`src/rtl/echo_pkg.sv`:
```
// Shared definitions for the echo-cancellation pipeline and its observers.
// Holds datapath widths, the residual monitor FSM state type and small
// arithmetic helpers used by more than one module.
package echo_pkg;

    localparam int SIG_W        = 16;   // residual sample width
    localparam int CNT_W        = 13;   // sampling phase counter width
    localparam int ENERGY_W     = 32;   // width of a square / mean energy
    localparam int MAX_LOG2_WIN = 8;    // largest supported log2(window length)
    localparam int HOLD_CNT_W   = 8;    // below-threshold run counter width

    typedef enum logic [1:0] {
        IDLE   = 2'd0,
        FILL   = 2'd1,
        REPORT = 2'd2
    } mon_state_e;

    // Magnitude of a signed sample as an unsigned value; the most negative
    // code maps to 2^(SIG_W-1), which still fits the unsigned range.
    function automatic logic [SIG_W-1:0] abs_sig(input logic signed [SIG_W-1:0] x);
        logic [SIG_W-1:0] r;
        if (x[SIG_W-1]) begin
            r = (~x) + {{(SIG_W-1){1'b0}}, 1'b1};
        end else begin
            r = x;
        end
        return r;
    endfunction

    // Increment that sticks at all-ones instead of wrapping.
    function automatic logic [HOLD_CNT_W-1:0] sat_inc_hold(input logic [HOLD_CNT_W-1:0] v);
        logic [HOLD_CNT_W-1:0] r;
        if (v == {HOLD_CNT_W{1'b1}}) begin
            r = v;
        end else begin
            r = v + {{(HOLD_CNT_W-1){1'b0}}, 1'b1};
        end
        return r;
    endfunction

endpackage

```
`src/rtl/residual_square_abs.sv`:
```
// One registered stage computing the square and magnitude of a signed sample.
// Ports:
//   clk_operation  - rising-edge clock
//   rst            - synchronous active-high reset
//   flush          - drops any result currently held (partial window discard)
//   sample_valid   - qualifies sample for capture this cycle
//   sample         - signed residual sample
//   square_valid   - result below is valid (one cycle after sample_valid)
//   square         - sample*sample as unsigned (max 2^30, never saturates)
//   magnitude      - |sample| as unsigned (max 2^15)
module residual_square_abs
    import echo_pkg::*;
(
    input  logic                       clk_operation,
    input  logic                       rst,
    input  logic                       flush,
    input  logic                       sample_valid,
    input  logic signed [SIG_W-1:0]    sample,
    output logic                       square_valid,
    output logic [ENERGY_W-1:0]        square,
    output logic [SIG_W-1:0]           magnitude
);

    logic signed [ENERGY_W-1:0] prod_s;
    logic                       valid_r;
    logic [ENERGY_W-1:0]        square_r;
    logic [SIG_W-1:0]           magnitude_r;

    // Signed full-width product; the only positive overflow candidate
    // (-32768)^2 = 2^30 fits comfortably in 32 bits.
    always_comb begin
        prod_s = sample * sample;
    end

    // Capture stage; flush wins over a new sample so a discarded window
    // leaves nothing behind.
    always_ff @(posedge clk_operation) begin
        if (rst) begin
            valid_r     <= 1'b0;
            square_r    <= {ENERGY_W{1'b0}};
            magnitude_r <= {SIG_W{1'b0}};
        end else if (flush) begin
            valid_r     <= 1'b0;
        end else begin
            valid_r <= sample_valid;
            if (sample_valid) begin
                square_r    <= unsigned'(prod_s);
                magnitude_r <= abs_sig(sample);
            end
        end
    end

    assign square_valid = valid_r;
    assign square       = square_r;
    assign magnitude    = magnitude_r;

endmodule

```
`src/rtl/residual_energy_monitor.sv`:
```
// Observes the echo canceller residual: squares one sample per sampling
// period, averages the squares over 2^LOG2_WIN samples, reports mean energy
// and peak magnitude per window, and flags convergence after HOLD_WINDOWS
// consecutive windows with energy strictly below thresh.
// Ports:
//   clk_operation          - rising-edge clock
//   rst                    - synchronous active-high reset
//   enable                 - run level; low discards the partial window
//   sampling_cycle_counter - shared phase counter, sample taken at SAMPLE_PHASE
//   sig16b_without_echo    - signed residual sample
//   thresh                 - unsigned energy threshold
//   energy                 - mean square of last complete window
//   peak_abs               - max |sample| of last complete window
//   energy_valid           - one-cycle pulse on each window report
//   converged              - below-threshold run has reached HOLD_WINDOWS
//   windows_done           - saturating count of completed windows
module residual_energy_monitor
    import echo_pkg::*;
#(
    parameter int               LOG2_WIN     = 4,
    parameter logic [CNT_W-1:0] SAMPLE_PHASE = 13'd3999,
    parameter int               HOLD_WINDOWS = 4
) (
    input  logic                  clk_operation,
    input  logic                  rst,
    input  logic                  enable,
    input  logic [CNT_W-1:0]      sampling_cycle_counter,
    input  logic [SIG_W-1:0]      sig16b_without_echo,
    input  logic [ENERGY_W-1:0]   thresh,
    output logic [ENERGY_W-1:0]   energy,
    output logic [SIG_W-1:0]      peak_abs,
    output logic                  energy_valid,
    output logic                  converged,
    output logic [15:0]           windows_done
);

    localparam int                    ACC_W     = ENERGY_W + LOG2_WIN;
    localparam int                    WCNT_W    = LOG2_WIN + 1;
    localparam int                    WIN       = 1 << LOG2_WIN;
    localparam logic [WCNT_W-1:0]     LAST_IDX  = WCNT_W'(WIN - 1);
    localparam logic [HOLD_CNT_W-1:0] HOLD_THR  = HOLD_CNT_W'(HOLD_WINDOWS);

    mon_state_e              state_r;
    mon_state_e              state_nxt_s;

    logic                    strobe_s;
    logic                    flush_s;
    logic                    sq_valid_s;
    logic [ENERGY_W-1:0]     sq_s;
    logic [SIG_W-1:0]        mag_s;

    logic [ACC_W-1:0]        acc_r;
    logic [WCNT_W-1:0]       cnt_r;
    logic [SIG_W-1:0]        peak_r;

    logic [ACC_W-1:0]        acc_sum_s;
    logic [SIG_W-1:0]        peak_nxt_s;
    logic                    accept_s;
    logic                    window_done_s;
    logic [ENERGY_W-1:0]     new_energy_s;
    logic [HOLD_CNT_W-1:0]   hold_nxt_s;

    logic [ENERGY_W-1:0]     energy_r;
    logic [SIG_W-1:0]        peak_abs_r;
    logic                    energy_valid_r;
    logic                    converged_r;
    logic [15:0]             windows_done_r;
    logic [HOLD_CNT_W-1:0]   hold_cnt_r;

    // Strobe and discard qualifiers.
    always_comb begin
        strobe_s = enable && (sampling_cycle_counter == SAMPLE_PHASE);
        flush_s  = (state_r == FILL) && !enable;
    end

    residual_square_abs u_s1 (
        .clk_operation (clk_operation),
        .rst           (rst),
        .flush         (flush_s),
        .sample_valid  (strobe_s),
        .sample        ($signed(sig16b_without_echo)),
        .square_valid  (sq_valid_s),
        .square        (sq_s),
        .magnitude     (mag_s)
    );

    // S2 arithmetic: the window sum and running peak including the square
    // arriving this cycle, and the report values derived from them. Outputs
    // are loaded on the edge that enters REPORT so they are visible during it.
    always_comb begin
        acc_sum_s     = acc_r + ACC_W'(sq_s);
        peak_nxt_s    = (mag_s > peak_r) ? mag_s : peak_r;
        accept_s      = (state_r == FILL) && enable && sq_valid_s;
        window_done_s = accept_s && (cnt_r == LAST_IDX);
        new_energy_s  = ENERGY_W'(acc_sum_s >> LOG2_WIN);
        if (new_energy_s < thresh) begin
            hold_nxt_s = sat_inc_hold(hold_cnt_r);
        end else begin
            hold_nxt_s = {HOLD_CNT_W{1'b0}};
        end
    end

    // FSM next state.
    always_comb begin
        state_nxt_s = state_r;
        case (state_r)
            IDLE: begin
                if (enable) begin
                    state_nxt_s = FILL;
                end else begin
                    state_nxt_s = IDLE;
                end
            end
            FILL: begin
                if (!enable) begin
                    state_nxt_s = IDLE;
                end else if (window_done_s) begin
                    state_nxt_s = REPORT;
                end else begin
                    state_nxt_s = FILL;
                end
            end
            REPORT: begin
                if (enable) begin
                    state_nxt_s = FILL;
                end else begin
                    state_nxt_s = IDLE;
                end
            end
            default: begin
                state_nxt_s = IDLE;
            end
        endcase
    end

    // FSM state register.
    always_ff @(posedge clk_operation) begin
        if (rst) begin
            state_r <= IDLE;
        end else begin
            state_r <= state_nxt_s;
        end
    end

    // Window accumulator, sample count and running peak.
    always_ff @(posedge clk_operation) begin
        if (rst) begin
            acc_r  <= {ACC_W{1'b0}};
            cnt_r  <= {WCNT_W{1'b0}};
            peak_r <= {SIG_W{1'b0}};
        end else begin
            case (state_r)
                FILL: begin
                    if (!enable) begin
                        acc_r  <= {ACC_W{1'b0}};
                        cnt_r  <= {WCNT_W{1'b0}};
                        peak_r <= {SIG_W{1'b0}};
                    end else if (accept_s) begin
                        // The full sum stays visible through REPORT, then clears.
                        acc_r  <= acc_sum_s;
                        peak_r <= peak_nxt_s;
                        if (window_done_s) begin
                            cnt_r <= {WCNT_W{1'b0}};
                        end else begin
                            cnt_r <= cnt_r + {{(WCNT_W-1){1'b0}}, 1'b1};
                        end
                    end else begin
                        acc_r  <= acc_r;
                    end
                end
                default: begin
                    // IDLE and REPORT both start the next window from zero.
                    acc_r  <= {ACC_W{1'b0}};
                    cnt_r  <= {WCNT_W{1'b0}};
                    peak_r <= {SIG_W{1'b0}};
                end
            endcase
        end
    end

    // Report outputs and convergence tracking; all hold outside a report.
    always_ff @(posedge clk_operation) begin
        if (rst) begin
            energy_r       <= {ENERGY_W{1'b0}};
            peak_abs_r     <= {SIG_W{1'b0}};
            energy_valid_r <= 1'b0;
            converged_r    <= 1'b0;
            windows_done_r <= 16'd0;
            hold_cnt_r     <= {HOLD_CNT_W{1'b0}};
        end else begin
            energy_valid_r <= window_done_s;
            if (window_done_s) begin
                energy_r    <= new_energy_s;
                peak_abs_r  <= peak_nxt_s;
                hold_cnt_r  <= hold_nxt_s;
                converged_r <= (hold_nxt_s >= HOLD_THR);
                if (windows_done_r != 16'hFFFF) begin
                    windows_done_r <= windows_done_r + 16'd1;
                end
            end
        end
    end

    assign energy       = energy_r;
    assign peak_abs     = peak_abs_r;
    assign energy_valid = energy_valid_r;
    assign converged    = converged_r;
    assign windows_done = windows_done_r;

endmodule

```
`config.mk`:
```
export PLATFORM = sky130hd
export DESIGN_NAME = residual_energy_monitor
export DESIGN_NICKNAME = d
export VERILOG_FILES = /design/src/rtl/echo_pkg.sv /design/src/rtl/residual_square_abs.sv /design/src/rtl/residual_energy_monitor.sv
export SDC_FILE = /design/constraint.sdc
export NUM_CORES = 1
export LEC_CHECK = 0
export ABC_AREA = 1
export BUFFER_PORTS_ARGS = -buffer_cell sky130_fd_sc_hd__buf_2
export CELL_PAD_IN_SITES_DETAIL_PLACEMENT = 0
export CELL_PAD_IN_SITES_GLOBAL_PLACEMENT = 1
export CORE_ASPECT_RATIO = 1.75
export CORE_MARGIN = 3
export CORE_UTILIZATION = 47
export CTS_BUF_LIST = sky130_fd_sc_hd__clkbuf_8
export CTS_CLUSTER_SIZE = 8
export DETAILED_ROUTE_END_ITERATION = 10
export GPL_ROUTABILITY_DRIVEN = 1
export PLACE_DENSITY = 0.86
export SYNTH_ARGS = -nofsm -noshare
export SYNTH_HDL_FRONTEND = slang
export SYNTH_HIERARCHICAL = 1
export SYNTH_SLANG_ARGS = --single-unit
export TNS_END_PERCENT = 10
```
`constraint.sdc`:
```
create_clock -name clk_operation -period 8.1 [get_ports clk_operation]
set_input_delay 1.215 -clock clk_operation [delete_from_list [all_inputs] [get_ports clk_operation]]
set_output_delay 1.215 -clock clk_operation [all_outputs]
set_load 0.02 [all_outputs]
```
==> Yosys cells after proc, flatten, opt, wreduce, memory -nomap -nowiden <==
Index checks and enable logic that the tools add are counted.
{ "word_totals": {"register_bits": 182, "in_bits": 64, "out_inout_bits": 66} }
{ "classes": {"addsub": 5, "mul": 1, "order_cmp": 3, "eq_ne": 6, "mux": 9, "n_bitwise": 4, "reduce_logical": 12} }
{ "ops": {"columns": ["op", "n"], "rows": [
  ["36-bit by 32-bit adder with 36-bit output", 1],
  ["16-bit by 1-bit adder with 16-bit output (second input constant)", 2],
  ["32-bit less-than comparator", 1],
  ["16-bit by 16-bit multiplier with 32-bit output", 1],
  ["16-bit two-way mux", 2],
  ["16-bit > comparator", 1],
  ["8-bit two-way mux", 2],
  ["16-bit != test (second input constant)", 1],
  ["16-bit NOT", 1],
  ["13-bit by 12-bit == test with 1-bit output (second input constant)", 1],
  ["8-bit by 1-bit adder with 8-bit output (second input constant)", 1],
  ["8-bit == test (second input constant)", 1],
  ["8-bit by 3-bit greater-or-equal comparator with 1-bit output (second input constant)", 1],
  ["5-bit by 1-bit adder with 5-bit output (second input constant)", 1],
  ["5-bit by 4-bit == test with 1-bit output (second input constant)", 1],
  ["1-bit logical AND", 5],
  ["5-bit two-way mux", 1],
  ["2-bit two-way mux", 2],
  ["2-bit one-hot mux with 2 select lines", 1],
  ["2-bit AND reduction", 2],
  ["2-bit OR reduction", 2],
  ["1-bit NOT", 3],
  ["3-bit OR reduction", 1],
  ["2-bit by 1-bit == test with 1-bit output (second input constant)", 1],
  ["other kinds (4)", 4]
]} }

==> Longest topological paths before layout <==
Gate-level depths: netlist (run 1).
{ "depth": {"depth_word": 7, "depth_mapped": 30} }

==> By module <==
The synthesis (run 1) kept the hierarchy.
{ "modules_own_cells": {"columns": ["module", "n_inst", "cells_per_inst", "area_per_inst_um2", "seq_area_each_um2"], "rows": [
  ["residual_square_abs", 1, 1616, 12160.4, 940.9],
  ["residual_energy_monitor", 1, 1318, 8833.5, 2662.6]
]} }

==> Least setup slack after synthesis (run 1) <==
OpenSTA, ideal clock, no wires.
{ "synth_path": {"path_type": "input -> register", "startpoint": "in sig16b_without_echo[15]", "endpoint": "reg u_s1.square_r[31], in the netlist u_s1/square[31]", "setup_ns": 0.109, "t_arrival_ns": 6.731, "required_time_ns": 7.991, "slack_ns": 1.260, "stages": 25, "n_path_buf": 3, "cell_sequence": "buf_2 > buf_2 > buf_1 > nand2_1 > fa_1 > inv_1 > fa_1 > inv_1 > fa_1 > fa_1 > fa_1 > fa_1 > inv_1 > ha_1 > nand2_1 > nor2_2 > nand2_1 > nor3_1 > nand2_1 > inv_1 > nor2_1 > nand2_1 > nand3_1 > nand2_1 > inv_1"} }
{ "synth_via": {"elab_chain_cells": 1} }
{ "synth_rtl": {"columns": ["element", "line", "text"], "rows": [
  ["start, declared", "residual_energy_monitor.sv:28", "input logic [SIG_W-1:0] sig16b_without_echo,"],
  ["16-bit by 16-bit multiplier with 32-bit output", "residual_square_abs.sv:32", "prod_s = sample * sample;"],
  ["end signal, assigned", "residual_square_abs.sv:40", "square_r <= {ENERGY_W{1'b0}};"],
  ["end signal, assigned", "residual_square_abs.sv:47", "square_r <= unsigned'(prod_s);"],
  ["end, declared", "residual_square_abs.sv:26", "logic [ENERGY_W-1:0] square_r;"]
]} }
No other way between the ends.
A chain may end at the register's enable or synchronous reset.

==> Worst setup path in the final report (run 1) <==
{ "layout_path": {"startpoint": "in sig16b_without_echo[15]", "endpoint": "reg u_s1.square_r[21], in the netlist u_s1/square[21]"} }
The elaborated chain is that of the path after synthesis.

==> summary.md, run 1 <==
| Metric | Value |
|---|---|
| Status | `complete, no violations` |
| Port bufs | `roughly 130` |
| # rows | `101` |
| CTS Buf Count | `17` |
| Hold path depth | `2` |
| Fin nets | `3490` |
| Chip height | `roughly 290 um` |
| I/O pin count | `130` |
| Skew-Pair Late Insertion Delay | `between 500 and 600 ps` |
| Die width | `between 150 and 200 um` |
| Dpl ws | `between 800 and 900 ps` |
| Seq/Total Area, Yosys | `17.16%` |
| Initial Util | `around half` |
| Via density | `between 5 and 6` |
| Worst Path Required | `roughly 8500 ps` |
| Vias | `between 15000 and 20000` |
| Area grow syn2layout | `7.211%` |
| Top cells by count, synth | `inv_1, nand2_1, nor2_1` |
| Initial DRC Count | `825` |
| Clk_skew | `23.90 ps` |
| Hold Path Class | `reg2reg` |
| Final setup vio count | `0` |
| YS warnings | `6` |
| Global route overflow | `0` |
| Clock Pin Slew Worst Setup and Hold Paths | `roughly 110 ps` |
| Overall Global Routing Usage | `between 20% and 30%` |
| Die area | `0.04734 mm^2` |
| Placer's final routability congestion estimate | `roughly 0.96` |
| Root Driver | `clkbuf_8` |
| Final hold viol count | `0` |
| Final worst setup slack | `around 1400 ps` |
| Total length of routed wires | `around 58 mm` |
| CTS tree | `done` |
| Leading area contributor after synthesis | `fa_1` |
| Post-CTS setup buffers | `0` |
| Syn_nets | `3411` |
| Critical path type | `in2reg` |
| Post-route minimum period | `between 6000 and 7000 ps` |
| Clk sinks | `180` |
| Register-to-Register Path Depth | `19` |
| Synth area leaders | `fa_1, dfxtp_1, inv_1` |
| DR WL/cell | `around 16 um` |
| Final period utilization | `slightly above 80%` |
| Hold path start | `energy[29]$_SDFFE_PP0P_` |
| Reg2reg start | `u_s1/square[28]$_SDFFE_PP0P_` |
| Detailed Place HPWL | `48.73 mm` |
| Post-synth top area share | `between 20% and 30%` |
| Gates resized, CTS repair | `0` |
| Post-synth EDFFs | `0` |
| Placed instance count | `about 3600` |
| Worst slew margin | `30.79%` |
| Gate Count Post-Synth | `between 2000 and 3000` |
| Core Region | `0.04372 mm^2` |
| RSZ-0062 raised after global routing | `false` |
| Post-Syn Area | `0.02099 mm^2` |
| Pin count of the biggest net entering global routing | `78` |
| Worst reg2reg endpoint | `hold_cnt_r[4]$_SDFFE_PP0P_` |
| Initial antenna violation count | `1` |
| Top-count cell post-synth | `inv_1` |
| Flops & latches, synth | `180` |
| Number of global-route vias before repair | `between 15000 and 20000` |
| Drt pass-1 iters | `5` |
| Share of cells above drive strength 1 | `8.857%` |
| Clock Path Buffers | `2` |
| Remaining antenna violation count | `0` |
| # H-tree levels | `4` |
| Setup slack, reg-to-reg | `3370 ps` |
| First-pass GRT wire length | `between 90 and 100 mm` |
| Setup TNS | `0 ps` |
| Slew @ Worst Pin | `between 1000 and 1500 ps` |
| Async SR Flop Fraction | `0%` |
| Maxcap violations | `0` |
| DRC errors left | `0` |
| Synth Flop Type | `dfxtp_1` |
| Non-filler cells, final | `around 3600` |
| Mapped Avg Cell Area | `7.155 um^2` |
| Largest fanout on the critical path | `28` |
| CP Data Arrival Time | `7130 ps` |
| CP startpoint kind | `primary input` |
| Netlist cell types | `63` |
| Max Freq | `approximately 150 MHz` |
| Max-slew violation count | `0` |
| Hold-fix buffers, CTS | `0` |
| End of the worst hold path | `energy[29]$_SDFFE_PP0P_` |
| Crit path capture type | `flop` |
-- how the worst max path moves through the flow --
stage          slack, ps                            to               startpoint
2_1_floorplan       1260  u_s1/square[31]$_SDFFE_PP0P_  sig16b_without_echo[15]
3_3_place_gp         950  u_s1/square[31]$_SDFFE_PP0P_  sig16b_without_echo[15]
3_5_place_dp         830  u_s1/square[31]$_SDFFE_PP0P_  sig16b_without_echo[15]
4_1_cts             1400  u_s1/square[31]$_SDFFE_PP0P_  sig16b_without_echo[15]
5_1_grt              920  u_s1/square[31]$_SDFFE_PP0P_  sig16b_without_echo[15]
6_report            1370  u_s1/square[21]$_SDFFE_PP0P_  sig16b_without_echo[15]
-- worst max-delay path, stage by stage --
cell	delay, ps
buf_2	440
clkinv_1	380
nor2_1	230
fa_1	450
fa_1	520
fa_1	540
fa_1	540
fa_1	550
inv_1	50
fa_1	520
inv_1	40
ha_1	340
nand2_1	110
nor2_1	150
inv_1	100
nor2_1	250
nand4_1	250
nand3b_1	170
nor2_1	50
o21ai_1	150
inv_1	60
-- placed cells by master (no fill, tap or decap), types with 4 or more instances in the layout --
master and count:
buf_2 129, inv_8 4, nor2_4 9, a31oi_1 5, o21ai_1 9, ha_1 177, nand2_2 16, nand3_1 86
xor2_1 47, o21a_1 9, clkinv_8 4, inv_2 9, nor2_2 15, fa_1 236, a21oi_2 11, clkinv_1 4
dfxtp_1 180, o21ai_0 163, xnor2_1 8, nand4_1 28, a21o_1 4, nor2_1 347, nor3_1 28, o211ai_1 8
inv_1 714, nand3b_1 6, o221ai_1 7, buf_4 15, clkbuf_8 17, a21oi_1 144, o21bai_1 19, nand2_1 508
nand3_2 7
-- logic make-up after synthesis --
family	after synthesis	synth area share (%)
muxes	1	0.05363
adders and majority gates	413	33.05
other	1	0.01786
AOI/OAI and AO/OA	403	10.90
buffers and inverters	815	15.04
DFF	180	17.16
xor gates and xnor gates	55	2.295
and+or+nand+nor	1066	21.48
-- stage by stage --
step	hold slack (ps)	util (%)	area [um^2]
floorplan	463.1	-	20990
global placement	436.0	50.48	22070
detailed placement	437.1	50.48	22070
CTS	463.4	51.47	22510
global route	476.7	51.48	22510
finish	459.9	51.48	22510
-- routing by layer --
layer / routed length, um / GRT usage (%) / vias up
li1: - / - / 9047
met1: 21560 / 25.33 / 8535
met2: 32820 / 50.66 / 333
met3: 1341 / 2.184 / 108
met4: 2439 / 10.49 / 0
met5: 0 / 0 / -
-- cell type report --
class | count | area, um^2
antenna | 1 | 2.502
clock buffer | 17 | 234.0
clock inverter | 15 | 200.2
fill | 4482 | 21220
inverter | 731 | 2755
multi-input combinational | 1939 | 14250
sequential | 180 | 3603
tap | 566 | 708.2
timing repair buffer | 144 | 758.2
-- sequential cells by signal, indices dropped and copies added, names as in the netlist --
register / cells
u_s1/magnitude: 15
peak_r: 16
u_s1/square: 31
energy_valid: 1
converged: 1
u_s1/square_valid: 1
hold_cnt_r: 8
peak_abs: 16
windows_done: 16
state_r: 2
cnt_r: 5
energy: 32
acc_r: 36
Power of run 1 is left out: the tool's default activity adds up to more than one toggle a clock period on the data nets, which glitch-free logic cannot reach.
==> run 2: changes to the inputs <==
--- a/config.mk
+++ b/config.mk
@@ -11,12 +11,12 @@
 export CELL_PAD_IN_SITES_GLOBAL_PLACEMENT = 1
 export CORE_ASPECT_RATIO = 1.75
 export CORE_MARGIN = 3
-export CORE_UTILIZATION = 47
+export CORE_UTILIZATION = 43
 export CTS_BUF_LIST = sky130_fd_sc_hd__clkbuf_8
 export CTS_CLUSTER_SIZE = 8
 export DETAILED_ROUTE_END_ITERATION = 10
 export GPL_ROUTABILITY_DRIVEN = 1
-export PLACE_DENSITY = 0.86
+export PLACE_DENSITY = 0.82
 export SYNTH_ARGS = -nofsm -noshare
 export SYNTH_HDL_FRONTEND = slang
 export SYNTH_HIERARCHICAL = 1
==> constraint.sdc (replaced) <==
create_clock -name clk_operation -period 6.18 [get_ports clk_operation]
set_input_delay 0.927 -clock clk_operation [delete_from_list [all_inputs] [get_ports clk_operation]]
set_output_delay 0.927 -clock clk_operation [all_outputs]
set_load 0.02 [all_outputs]
==> run 2 against run 1 <==
Net effect:
- cell count is 6.4% higher
- flip-flop and latch count stayed put
- cell area is 5.9% higher
- die area is 9.0% higher
- critical path depth is 2 higher
- largest cell class unchanged
- global-route usage is 1.8 points lower
- sequential share of layout area is 0.89 points lower
- non-clock buffer count is 149 higher
- count of clock-buffer cells in the layout stayed put
- first-iteration DRC count is 23% lower
- hold slack better by 2.0 ps
==> summary.md, run 2 (synthesis gave the netlist of run 1 again) <==
| Metric | Value |
|---|---|
| Status | `complete, no violations` |
| Post-route minimum period | `5938 ps` |
| Detailed Place HPWL | `50.72 mm (+4.1%)` |
| Initial DRC Count | `636 (-23%)` |
| # H-tree levels | `4 (unchanged)` |
| CP most frequent cell | `nand2_1` |
| Worst slew margin | `32.77% (+2.0 points)` |
| Register-to-Register Path Depth | `20 (+1)` |
| First-pass GRT wire length | `95.83 mm (+0.33%)` |
| Clk_skew | `18.57 ps (-5.330 ps)` |
| DR WL/cell | `15.47 um (-4.4%)` |
| CP startpoint kind | `primary input` |
| Root Driver | `clkbuf_8` |
| Final worst setup slack | `242.5 ps (-1126 ps)` |
| Via density | `4.833 (-3.7%)` |
| Remaining antenna violation count | `0 (unchanged)` |
| Fin nets | `3639 (+4.3%)` |
| Top reg by flops | `acc_r` |
| Initial antenna violation count | `1 (unchanged)` |
| Slew @ Worst Pin | `1006 ps (-29.63 ps)` |
| Overall Global Routing Usage | `23.03% (-1.8 points)` |
| Final Cell Area | `0.02384 mm^2 (+5.9%)` |
| CP Data Arrival Time | `6370 ps (-760 ps)` |
| Most frequent cells in the layout | `inv_1, nand2_1, nor2_1` |
| Core Region | `0.04801 mm^2 (+9.8%)` |
| Non-filler cells, final | `3824 (+6.4%)` |
| Hold path depth | `2 (unchanged)` |
| Placer's final routability congestion estimate | `0.9267 (-3.1%)` |
| # rows | `106 (+5.0%)` |
| Total length of routed wires | `59.17 mm (+1.8%)` |
| Number of flip-flops under the largest register name | `36 (unchanged)` |
| Global route overflow | `0 (unchanged)` |
| Hold-fix buffers, CTS | `0 (unchanged)` |
| Hold Path Class | `reg2reg` |
| Clk sinks | `180 (unchanged)` |
| Final hold viol count | `0 (unchanged)` |
| Chip height | `298.3 um (+4.5%)` |
| Vias | `18480 (+2.5%)` |
| Area grow syn2layout | `13.56%` |
| Port bufs | `129 (unchanged)` |
| DP Area | `0.02339 mm^2 (+6.0%)` |
| Share of cells above drive strength 1 | `13.35% (+4.5 points)` |
| Commonest non-fill, non-tap cell in the layout | `inv_1` |
| Initial Util | `43.73% (-4.3 points)` |
| RSZ-0062 raised after global routing | `false` |
| Pin count of the biggest net entering global routing | `77 (-1.3%)` |
| Hold path start | `energy[28]$_SDFFE_PP0P_` |
| Die area | `0.05161 mm^2 (+9.0%)` |
| CTS tree | `done` |
| CP max stage delay | `650 ps (+100 ps)` |
| Number of global-route vias before repair | `19430 (+1.9%)` |
| DRC errors left | `0 (unchanged)` |
| Dpl ws | `-321.8 ps (-1149 ps)` |
| Maxcap violations | `0 (unchanged)` |
| Largest fanout on the critical path | `17 (-39%)` |
| Crit. Startpoint | `sig16b_without_echo[15]` |
| Placed instance count | `3791 (+6.5%)` |
| Crit path cell chain | `buf_2, buf_12, nand2_1, inv_1, fa_2, fa_2, buf_4, fa_1, fa_1, fa_1, inv_1, fa_1, inv_1, ha_1, nand2_1, nor2_1, nand2_1, nor3_1, nand2_1, nand4_1, nand3_1, nand2_1, inv_1` |
| WHS | `461.9 ps (+2.039 ps)` |
| Slowest cell on the critical path | `fa_2` |
| Reg2reg start | `u_s1/square[0]$_SDFFE_PP0P_` |
| Skew-Pair Late Insertion Delay | `520 ps (about the same)` |
| Final setup vio count | `0 (unchanged)` |
| Max-slew violation count | `0 (unchanged)` |
| Final period utilization | `between 90% and 100%` |
| Die width | `173.0 um (+4.4%)` |
| CTS Buf Count | `17 (unchanged)` |
| Critical path type | `in2reg` |
| Drt pass-1 iters | `5 (unchanged)` |
| Post-CTS setup buffers | `0 (unchanged)` |
| Crit path capture type | `flop` |
| Clock Pin Slew Worst Setup and Hold Paths | `110 ps (about the same)` |
| I/O pin count | `130 (unchanged)` |
| Max Freq | `around 170 MHz` |
| Clock Path Buffers | `2 (unchanged)` |
| Worst Path Required | `6610 ps (-1890 ps)` |
run 2: worst paths after layout:
kind                                        to  slack, ps
setup reg to reg    hold_cnt_r[2]$_SDFFE_PP0P_       1590
hold / removal         energy[28]$_SDFFE_PP0P_        460
hold reg to reg        energy[28]$_SDFFE_PP0P_        460
setup / recovery  u_s1/square[28]$_SDFFE_PP0P_        240
run 2: timing repair:
item,in CTS,in global routing
hold endpoints to repair,0,0
setup endpoints to repair,0,2
resized for setup,0,1
run 2: critical path: cells and delay by family:
kind          cells  cell delay [ps]
fa+ha+maj         7             3580
buf+inv           7              700
simple gates      9             1160
run 2: layer usage:
| metal | GRT usage, % | share of wire [%] |
|---|---|---|
| met1 | 22.82 | 37 |
| met2 | 47.20 | 56 |
| met3 | 2.079 | 2.3 |
| met4 | 10.46 | 4.6 |
| met5 | 0 | 0 |
run 2: layout make-up:
class | count | area, um^2
clock inverter | 15 | 210.2
inverter | 731 | 2759
tap | 648 | 810.8
multi-input combinational | 1939 | 14260
fill | 4923 | 24170
antenna | 1 | 2.502
timing repair buffer | 293 | 1964
clock buffer | 17 | 234.0
sequential | 180 | 3603
run 2: metrics by stage:
stage / utilization, % / setup TNS (ps)
after floorplan: - / 0
after global placement: 48.72 / -1436
after detailed placement: 48.72 / -2167
after CTS: 49.64 / 0
after global routing: 49.66 / 0
final: 49.66 / 0
Power of run 2 is left out for the same reason.
